$ cat config.mk
export PLATFORM = sky130hd
export DESIGN_NAME = uart_tx_cfg_flat
export DESIGN_NICKNAME = d
export VERILOG_FILES = /design/src/rtl/uart_tx_cfg_pkg.sv /design/src/rtl/uart_tx_cfg_if.sv /design/src/rtl/uart_baud_gen.sv /design/src/rtl/uart_tx_cfg.sv /design/src/flat_wrapper.sv
export SDC_FILE = /design/constraint.sdc
export NUM_CORES = 1
export LEC_CHECK = 0
export CAP_MARGIN = 10
export CORE_UTILIZATION = 50
export DETAILED_ROUTE_END_ITERATION = 6
export PLACE_DENSITY = 0.84
export SETUP_SLACK_MARGIN = 0.3
export SYNTH_ARGS = -nofsm -noshare
export SYNTH_HDL_FRONTEND = slang
export SYNTH_SLANG_ARGS = --single-unit
export TNS_END_PERCENT = 5
$ cat constraint.sdc
create_clock -name sys_clk -period 2.4 [get_ports sys_clk]
set_input_delay 0.36 -clock sys_clk [delete_from_list [all_inputs] [get_ports sys_clk]]
set_output_delay 0.36 -clock sys_clk [all_outputs]
set_load 0.05 [all_outputs]
$ cat src/rtl/uart_tx_cfg_pkg.sv
// rtl/uart_tx_cfg_pkg.sv - shared UART TX state encoding, defaults and parity helper
package uart_tx_cfg_pkg;

    typedef enum logic [2:0] {
        ST_IDLE   = 3'd0,
        ST_START  = 3'd1,
        ST_DATA   = 3'd2,
        ST_PARITY = 3'd3,
        ST_STOP   = 3'd4
    } tx_state_t;

    localparam logic [12:0] BAUD_CNT_DEFAULT = 13'd5207;

    localparam logic PARITY_MODE_EVEN = 1'b0;
    localparam logic PARITY_MODE_ODD  = 1'b1;

    // Payload is zero-extended to 9 bits, so narrower widths give the same result.
    function automatic logic calc_parity(input logic [8:0] data, input logic odd);
        return (^data) ^ odd;
    endfunction

endpackage

$ cat src/rtl/uart_tx_cfg_if.sv
// rtl/uart_tx_cfg_if.sv - producer-facing handshake and serial-side status bundle
interface uart_tx_cfg_if #(
    parameter int DATA_BITS = 8
);

    logic [DATA_BITS-1:0] tx_data;
    logic                 tx_valid;
    logic                 tx_ready;
    logic                 tx;
    logic                 tx_busy;
    logic                 tx_done;

    modport master (
        output tx_data,
        output tx_valid,
        input  tx_ready,
        input  tx,
        input  tx_busy,
        input  tx_done
    );

    modport slave (
        input  tx_data,
        input  tx_valid,
        output tx_ready,
        output tx,
        output tx_busy,
        output tx_done
    );

endinterface

$ cat src/rtl/uart_baud_gen.sv
// rtl/uart_baud_gen.sv - bit-period counter, ticks on its last count, held at zero while disabled
module uart_baud_gen #(
    parameter logic [12:0] BAUD_CNT_MAX = 13'd5207
) (
    input  logic i_clk,
    input  logic i_rst,
    input  logic i_en,
    output logic o_bit_tick
);

    localparam int CW = (BAUD_CNT_MAX == 13'd0) ? 1 : $clog2(int'(BAUD_CNT_MAX) + 1);
    localparam logic [CW-1:0] CNT_LAST = BAUD_CNT_MAX[CW-1:0];

    logic [CW-1:0] r_cnt;
    logic          w_at_last;

    assign w_at_last  = (r_cnt == CNT_LAST);
    assign o_bit_tick = i_en & w_at_last;

    always_ff @(posedge i_clk or posedge i_rst) begin
        if (i_rst) begin
            r_cnt <= '0;
        end else if (!i_en || w_at_last) begin
            r_cnt <= '0;
        end else begin
            r_cnt <= r_cnt + 1'b1;
        end
    end

endmodule

$ cat src/rtl/uart_tx_cfg.sv
// rtl/uart_tx_cfg.sv - configurable UART serialiser with one-entry holding register
module uart_tx_cfg
    import uart_tx_cfg_pkg::*;
#(
    parameter logic [12:0] BAUD_CNT_MAX = BAUD_CNT_DEFAULT,
    parameter int          DATA_BITS    = 8,
    parameter int          PARITY_EN    = 0,
    parameter logic        PARITY_ODD   = PARITY_MODE_EVEN,
    parameter int          STOP_BITS    = 1
) (
    input  logic          sys_clk,
    input  logic          sys_rst,
    uart_tx_cfg_if.slave  bus
);

    if (DATA_BITS < 5 || DATA_BITS > 9) begin : g_bad_data_bits
        $fatal(1, "uart_tx_cfg: DATA_BITS must be in 5..9");
    end
    if (STOP_BITS != 1 && STOP_BITS != 2) begin : g_bad_stop_bits
        $fatal(1, "uart_tx_cfg: STOP_BITS must be 1 or 2");
    end

    localparam logic [3:0] DATA_LAST = 4'(DATA_BITS - 1);
    localparam logic [3:0] STOP_LAST = 4'(STOP_BITS - 1);

    tx_state_t            r_state;
    tx_state_t            w_state_nxt;
    logic [DATA_BITS-1:0] r_hold;
    logic                 r_hold_full;
    logic [DATA_BITS-1:0] r_shift;
    logic [3:0]           r_bit_cnt;
    logic                 r_parity;
    logic                 r_tx_done;

    logic                 w_bit_tick;
    logic                 w_baud_en;
    logic                 w_accept;
    logic                 w_frame_end;
    logic                 w_load;
    logic                 w_tx;

    assign w_baud_en   = (r_state != ST_IDLE);
    assign w_accept    = bus.tx_valid & ~r_hold_full;
    assign w_frame_end = (r_state == ST_STOP) && w_bit_tick && (r_bit_cnt == STOP_LAST);
    // A pending word starts either from idle or straight off the last stop bit.
    assign w_load      = r_hold_full && ((r_state == ST_IDLE) || w_frame_end);

    uart_baud_gen #(
        .BAUD_CNT_MAX (BAUD_CNT_MAX)
    ) u_baud_gen (
        .i_clk      (sys_clk),
        .i_rst      (sys_rst),
        .i_en       (w_baud_en),
        .o_bit_tick (w_bit_tick)
    );

    always_ff @(posedge sys_clk or posedge sys_rst) begin
        if (sys_rst) begin
            r_state <= ST_IDLE;
        end else begin
            r_state <= w_state_nxt;
        end
    end

    always_comb begin
        w_state_nxt = r_state;
        unique case (r_state)
            ST_IDLE: begin
                if (r_hold_full) w_state_nxt = ST_START;
            end
            ST_START: begin
                if (w_bit_tick) w_state_nxt = ST_DATA;
            end
            ST_DATA: begin
                if (w_bit_tick && (r_bit_cnt == DATA_LAST))
                    w_state_nxt = (PARITY_EN != 0) ? ST_PARITY : ST_STOP;
            end
            ST_PARITY: begin
                if (w_bit_tick) w_state_nxt = ST_STOP;
            end
            ST_STOP: begin
                if (w_frame_end) w_state_nxt = r_hold_full ? ST_START : ST_IDLE;
            end
            default: w_state_nxt = ST_IDLE;
        endcase
    end

    always_comb begin
        w_tx = 1'b1;
        unique case (r_state)
            ST_START:  w_tx = 1'b0;
            ST_DATA:   w_tx = r_shift[0];
            ST_PARITY: w_tx = r_parity;
            default:   w_tx = 1'b1;
        endcase
    end

    always_ff @(posedge sys_clk or posedge sys_rst) begin
        if (sys_rst) begin
            r_hold      <= '0;
            r_hold_full <= 1'b0;
            r_shift     <= '0;
            r_bit_cnt   <= 4'd0;
            r_parity    <= 1'b0;
            r_tx_done   <= 1'b0;
        end else begin
            r_tx_done <= w_frame_end;

            if (w_load) begin
                r_hold_full <= 1'b0;
            end else if (w_accept) begin
                r_hold      <= bus.tx_data;
                r_hold_full <= 1'b1;
            end

            if (w_load) begin
                r_shift  <= r_hold;
                r_parity <= calc_parity(9'(r_hold), PARITY_ODD);
            end else if ((r_state == ST_DATA) && w_bit_tick) begin
                r_shift <= r_shift >> 1;
            end

            // Bit counter restarts on every state change, so it indexes data and stop bits alike.
            if (w_bit_tick) begin
                if (w_state_nxt != r_state || w_load) begin
                    r_bit_cnt <= 4'd0;
                end else begin
                    r_bit_cnt <= r_bit_cnt + 4'd1;
                end
            end
        end
    end

    assign bus.tx       = w_tx;
    assign bus.tx_busy  = (r_state != ST_IDLE);
    assign bus.tx_done  = r_tx_done;
    assign bus.tx_ready = ~r_hold_full;

endmodule
$ cat src/flat_wrapper.sv
// flat-port wrapper written by rule: the top's interface ports become plain ports
module uart_tx_cfg_flat import uart_tx_cfg_pkg::*;
#(
    parameter logic [12:0] BAUD_CNT_MAX = BAUD_CNT_DEFAULT,
    parameter int          DATA_BITS    = 8,
    parameter int          PARITY_EN    = 0,
    parameter logic        PARITY_ODD   = PARITY_MODE_EVEN,
    parameter int          STOP_BITS    = 1
)
  (sys_clk, sys_rst, bus_tx_data, bus_tx_valid, bus_tx_ready, bus_tx, bus_tx_busy, bus_tx_done);
  uart_tx_cfg_if #(.DATA_BITS(DATA_BITS)) bus_i ();
  input  logic sys_clk;
  input  logic sys_rst;
  input wire logic [$bits(bus_i.tx_data)-1:0] bus_tx_data;
  input wire logic [$bits(bus_i.tx_valid)-1:0] bus_tx_valid;
  output wire logic [$bits(bus_i.tx_ready)-1:0] bus_tx_ready;
  output wire logic [$bits(bus_i.tx)-1:0] bus_tx;
  output wire logic [$bits(bus_i.tx_busy)-1:0] bus_tx_busy;
  output wire logic [$bits(bus_i.tx_done)-1:0] bus_tx_done;
  assign bus_i.tx_data = bus_tx_data;
  assign bus_i.tx_valid = bus_tx_valid;
  assign bus_tx_ready = bus_i.tx_ready;
  assign bus_tx = bus_i.tx;
  assign bus_tx_busy = bus_i.tx_busy;
  assign bus_tx_done = bus_i.tx_done;
  uart_tx_cfg #(.BAUD_CNT_MAX(BAUD_CNT_MAX), .DATA_BITS(DATA_BITS), .PARITY_EN(PARITY_EN), .PARITY_ODD(PARITY_ODD), .STOP_BITS(STOP_BITS)) u_core (.sys_clk(sys_clk), .sys_rst(sys_rst), .bus(bus_i));
endmodule
==> flow_metrics.py <==
metrics = {
    "placed_design": {
        "pre_cts_slack_ns": 0.1422,
        "dp_hpwl_mm": 2.491,
        "port_buffers": 14,
        "place.gp.congestion": 0.8494,
    },
    "floorplanning": {
        "start_util": 0.5283,
        "boundaryPins": 15,
        "rows": 22,
        "die_h_um": 64.66,
        "die-area_sq_mm": 0.004181,
        "coreArea_sq_mm": 0.003716,
        "fp.dieW_um": 64.66,
    },
    "clock_tree": {
        "root_buffer": "clkbuf_8",
        "h-tree-depth": 2,
        "cts_made_buffers": 5,
        "cts.sinks": 39,
        "cts_hold_buf": 0,
        "clk_latency_ns": 0.29,
        "cts_tree": "yes",
        "cts.clk_slew.worst_paths_ns": 0.07,
        "cts.path.max_buffers": 2,
    },
    "critical_path": {
        "ff2ff_path_depth": 5,
        "r2r_setup_slack_ns": 0.18,
        "r2r_end": "u_core.r_shift[6]$_DFFE_PP0P_",
        "slowest_stage": "or4b_4",
        "crit_type": "reg2reg",
        "path_depth": 5,
        "rr_startpoint": "u_core.r_state[1]$_DFF_PP0_",
        "path_max_fanout": 7,
        "path_buf_inv": 0,
        "required_ns": 2.58,
        "cp_cell_sequence": "or3b_1 -> or4b_4 -> o21a_4 -> o22a_4 -> a221o_1",
        "critPathMaxStageDelay_ns": 0.55,
        "path_delay_family": "simple AND/OR/NAND/NOR gates",
        "crit_path_end_kind": "register",
        "cp-start-kind": "register",
        "critPathArrivalTime_ns": 2.40,
    },
    "power_and_ir_drop": {
        "p_leak_nw": 1.033,
        "vdd.ir_drop.worst_mv": 0.6026,
        "p_per_area_mw_per_mm2": 935.9,
    },
    "finish": {
        "final_common_cell": "dfrtp_1",
        "area_growth_pct": 17.46,
        "drive_gt1_frac": 0.1831,
        "final_cell_mix": "dfrtp_1 (39), nor2_1 (27), nand2_1 (17)",
        "fin_nets": 226,
        "antenna_cells": 0,
    },
    "route": {
        "routed_wl_mm": 3.513,
        "via_per_inst": 5.502,
        "wl_per_cell_um": 13.46,
        "drc": 0,
        "drt_first_iter_violations": 63,
        "num_vias": 1436,
        "drtPass1Iterations": 4,
        "antenna_left": 0,
    },
    "logic_synthesis": {
        "synth_area_per_cell_sq_um": 10.55,
        "synthTopCellsByArea": "dfrtp_1 (50%), mux2_2 (6.3%), nor2_1 (5.2%)",
        "syn_nets": 200,
        "synth_cell_types": 40,
        "synth_warnings": 0,
        "syn_area_sq_mm": 0.001963,
        "synth_top_area_frac": 0.4971,
        "synth-seq-area-share": 0.4971,
        "synthCells": 186,
        "yosysTopAreaCell": "dfrtp_1",
        "synth-seq-cells": 39,
    },
    "timing": {
        "grt_setup_unrepaired": "true",
        "slew_headroom": 0.6628,
        "period_share": 0.9243,
        "period_needed_ns": 2.218,
        "slew_violations": 0,
        "timing.fmax_mhz": 450.8,
        "fin_tns_setup_ns": 0,
        "clock_skew_ns": 0.003846,
        "final_hold_viol_count": 0,
        "layout_setup_ws_ns": 0.1816,
        "setup_viol": 0,
        "tightestPinTransition_ns": 0.5043,
    },
    "grt": {
        "antenna_found_initial": 0,
        "first_global_vias": 1414,
        "grt_max_degree": 40,
        "gr-total-overflow": 0,
        "grt_use_total": 0.1976,
        "grt_pass1_wl_mm": 6.244,
    },
    "outcome": {
        "status": "finished, final reports clean",
    },
    "hold_path": {
        "min_path_type": "in2async",
    },
    "job": {
        "drv_cap": 0,
    },
}
how the worst max path moves through the flow:
stage                     slack [ns]                               to                                 start
after floorplan                 0.13    u_core.r_shift[0]$_DFFE_PP0P_           u_core.r_state[0]$_DFF_PP0_
after global placement          0.18    u_core.r_shift[7]$_DFFE_PP0P_           u_core.r_state[1]$_DFF_PP0_
after detailed placement        0.14    u_core.r_shift[6]$_DFFE_PP0P_           u_core.r_state[1]$_DFF_PP0_
after CTS                       0.18    u_core.r_shift[6]$_DFFE_PP0P_           u_core.r_state[1]$_DFF_PP0_
after global routing            0.10  u_core.r_bit_cnt[3]$_DFFE_PP0P_  u_core.u_baud_gen.r_cnt[0]$_DFF_PP0_
final                           0.18    u_core.r_shift[6]$_DFFE_PP0P_           u_core.r_state[1]$_DFF_PP0_
registers in the layout, indices dropped and copies added, names as in the netlist:
signal,count
u_core.u_baud_gen.r_cnt,13
u_core.r_hold,8
u_core.r_shift,8
u_core.r_bit_cnt,4
u_core.r_state,3
u_core.bus.tx_done,1
u_core.r_hold_full,1
u_core.r_parity,1
metrics by stage:
stage / area, sq um / instances / hold WS [ns] / power, mW / util
2_1_floorplan: 1963 / 186 / 0.4549 / 1.571 / -
3_3_place_gp: 2202 / 252 / 0.4668 / 1.706 / 0.5926
3_5_place_dp: 2202 / 252 / 0.4786 / 1.735 / 0.5926
4_1_cts: 2290 / 261 / 0.4863 / 2.165 / 0.6162
5_1_grt: 2306 / 261 / 0.5353 / 2.299 / 0.6205
6_report: 2306 / 261 / 0.4797 / 2.158 / 0.6205
synthesized netlist by cell type:
cell type,count
a211oi_2,1
a21o_1,1
a21oi_1,2
a221o_1,8
a22o_1,2
a311oi_1,1
a31oi_1,1
a41o_1,1
and3_1,5
and4b_1,1
buf_4,1
buf_6,1
clkbuf_1,4
dfrtp_1,39
ha_1,3
inv_1,8
mux2_2,11
nand2_1,17
nand3_1,8
nand3b_1,1
nand4_1,1
nor2_1,27
nor2b_1,4
nor3_1,3
nor3b_1,1
nor4_1,1
nor4b_1,1
nor4bb_1,1
o21a_1,2
o21a_4,1
o21ai_0,3
o22a_4,1
o311ai_0,1
or2_2,1
or3b_1,1
or3b_2,1
or4b_2,1
or4b_4,1
xnor2_1,10
xor2_1,8
per-layer routing:
layer	part of all wire	global-route usage	vias up
met1	0.47	0.2460	706
li1	-	-	700
met3	0.038	0.07218	5
met4	0.015	0.08611	0
met2	0.48	0.3079	25
met5	0	0	-
cells by family (layout without fill, tap and decap cells):
logic type	Yosys count	count (layout)	share of synthesized area
buf+inv	14	41	0.03250
xor+xnor	18	18	0.08031
flops	39	39	0.4971
fa+ha+maj	3	3	0.01912
compound gates	25	25	0.1141
simple gates	76	76	0.1938
mux	11	11	0.06310
final cells by class:
cell class | instances | area [sq um]
flip-flops and latches | 39 | 975.9
inverters | 8 | 30.03
fillers | 306 | 1410
repair buffers | 25 | 219.0
multi-input cells | 133 | 939.7
well taps | 48 | 60.06
clock inverters | 1 | 5.005
clock buffers | 7 | 76.32
worst register-to-register path, stage by stage (launching register included):
cell     delay, ns
dfrtp_1       0.38
or3b_1        0.39
or4b_4        0.55
o21a_4        0.24
o22a_4        0.25
a221o_1       0.30
repair_timing:
| action | CTS | global route |
|---|---|---|
| pin swaps | 2 | 0 |
| setup endpoints to repair | 14 | 29 |
| setup buffers | 1 | 0 |
| gates resized for setup | 1 | 4 |
power by group:
| group | leakage, nW | total (mW) | switching (mW) | internal, mW |
|---|---|---|---|---|
| registers | 0.495 | 1.02 | 0.169 | 0.855 |
| logic | 0.496 | 0.708 | 0.308 | 0.400 |
| clock network | 0.0422 | 0.426 | 0.222 | 0.204 |
No activity file was read; power rests on OpenSTA's default activity.
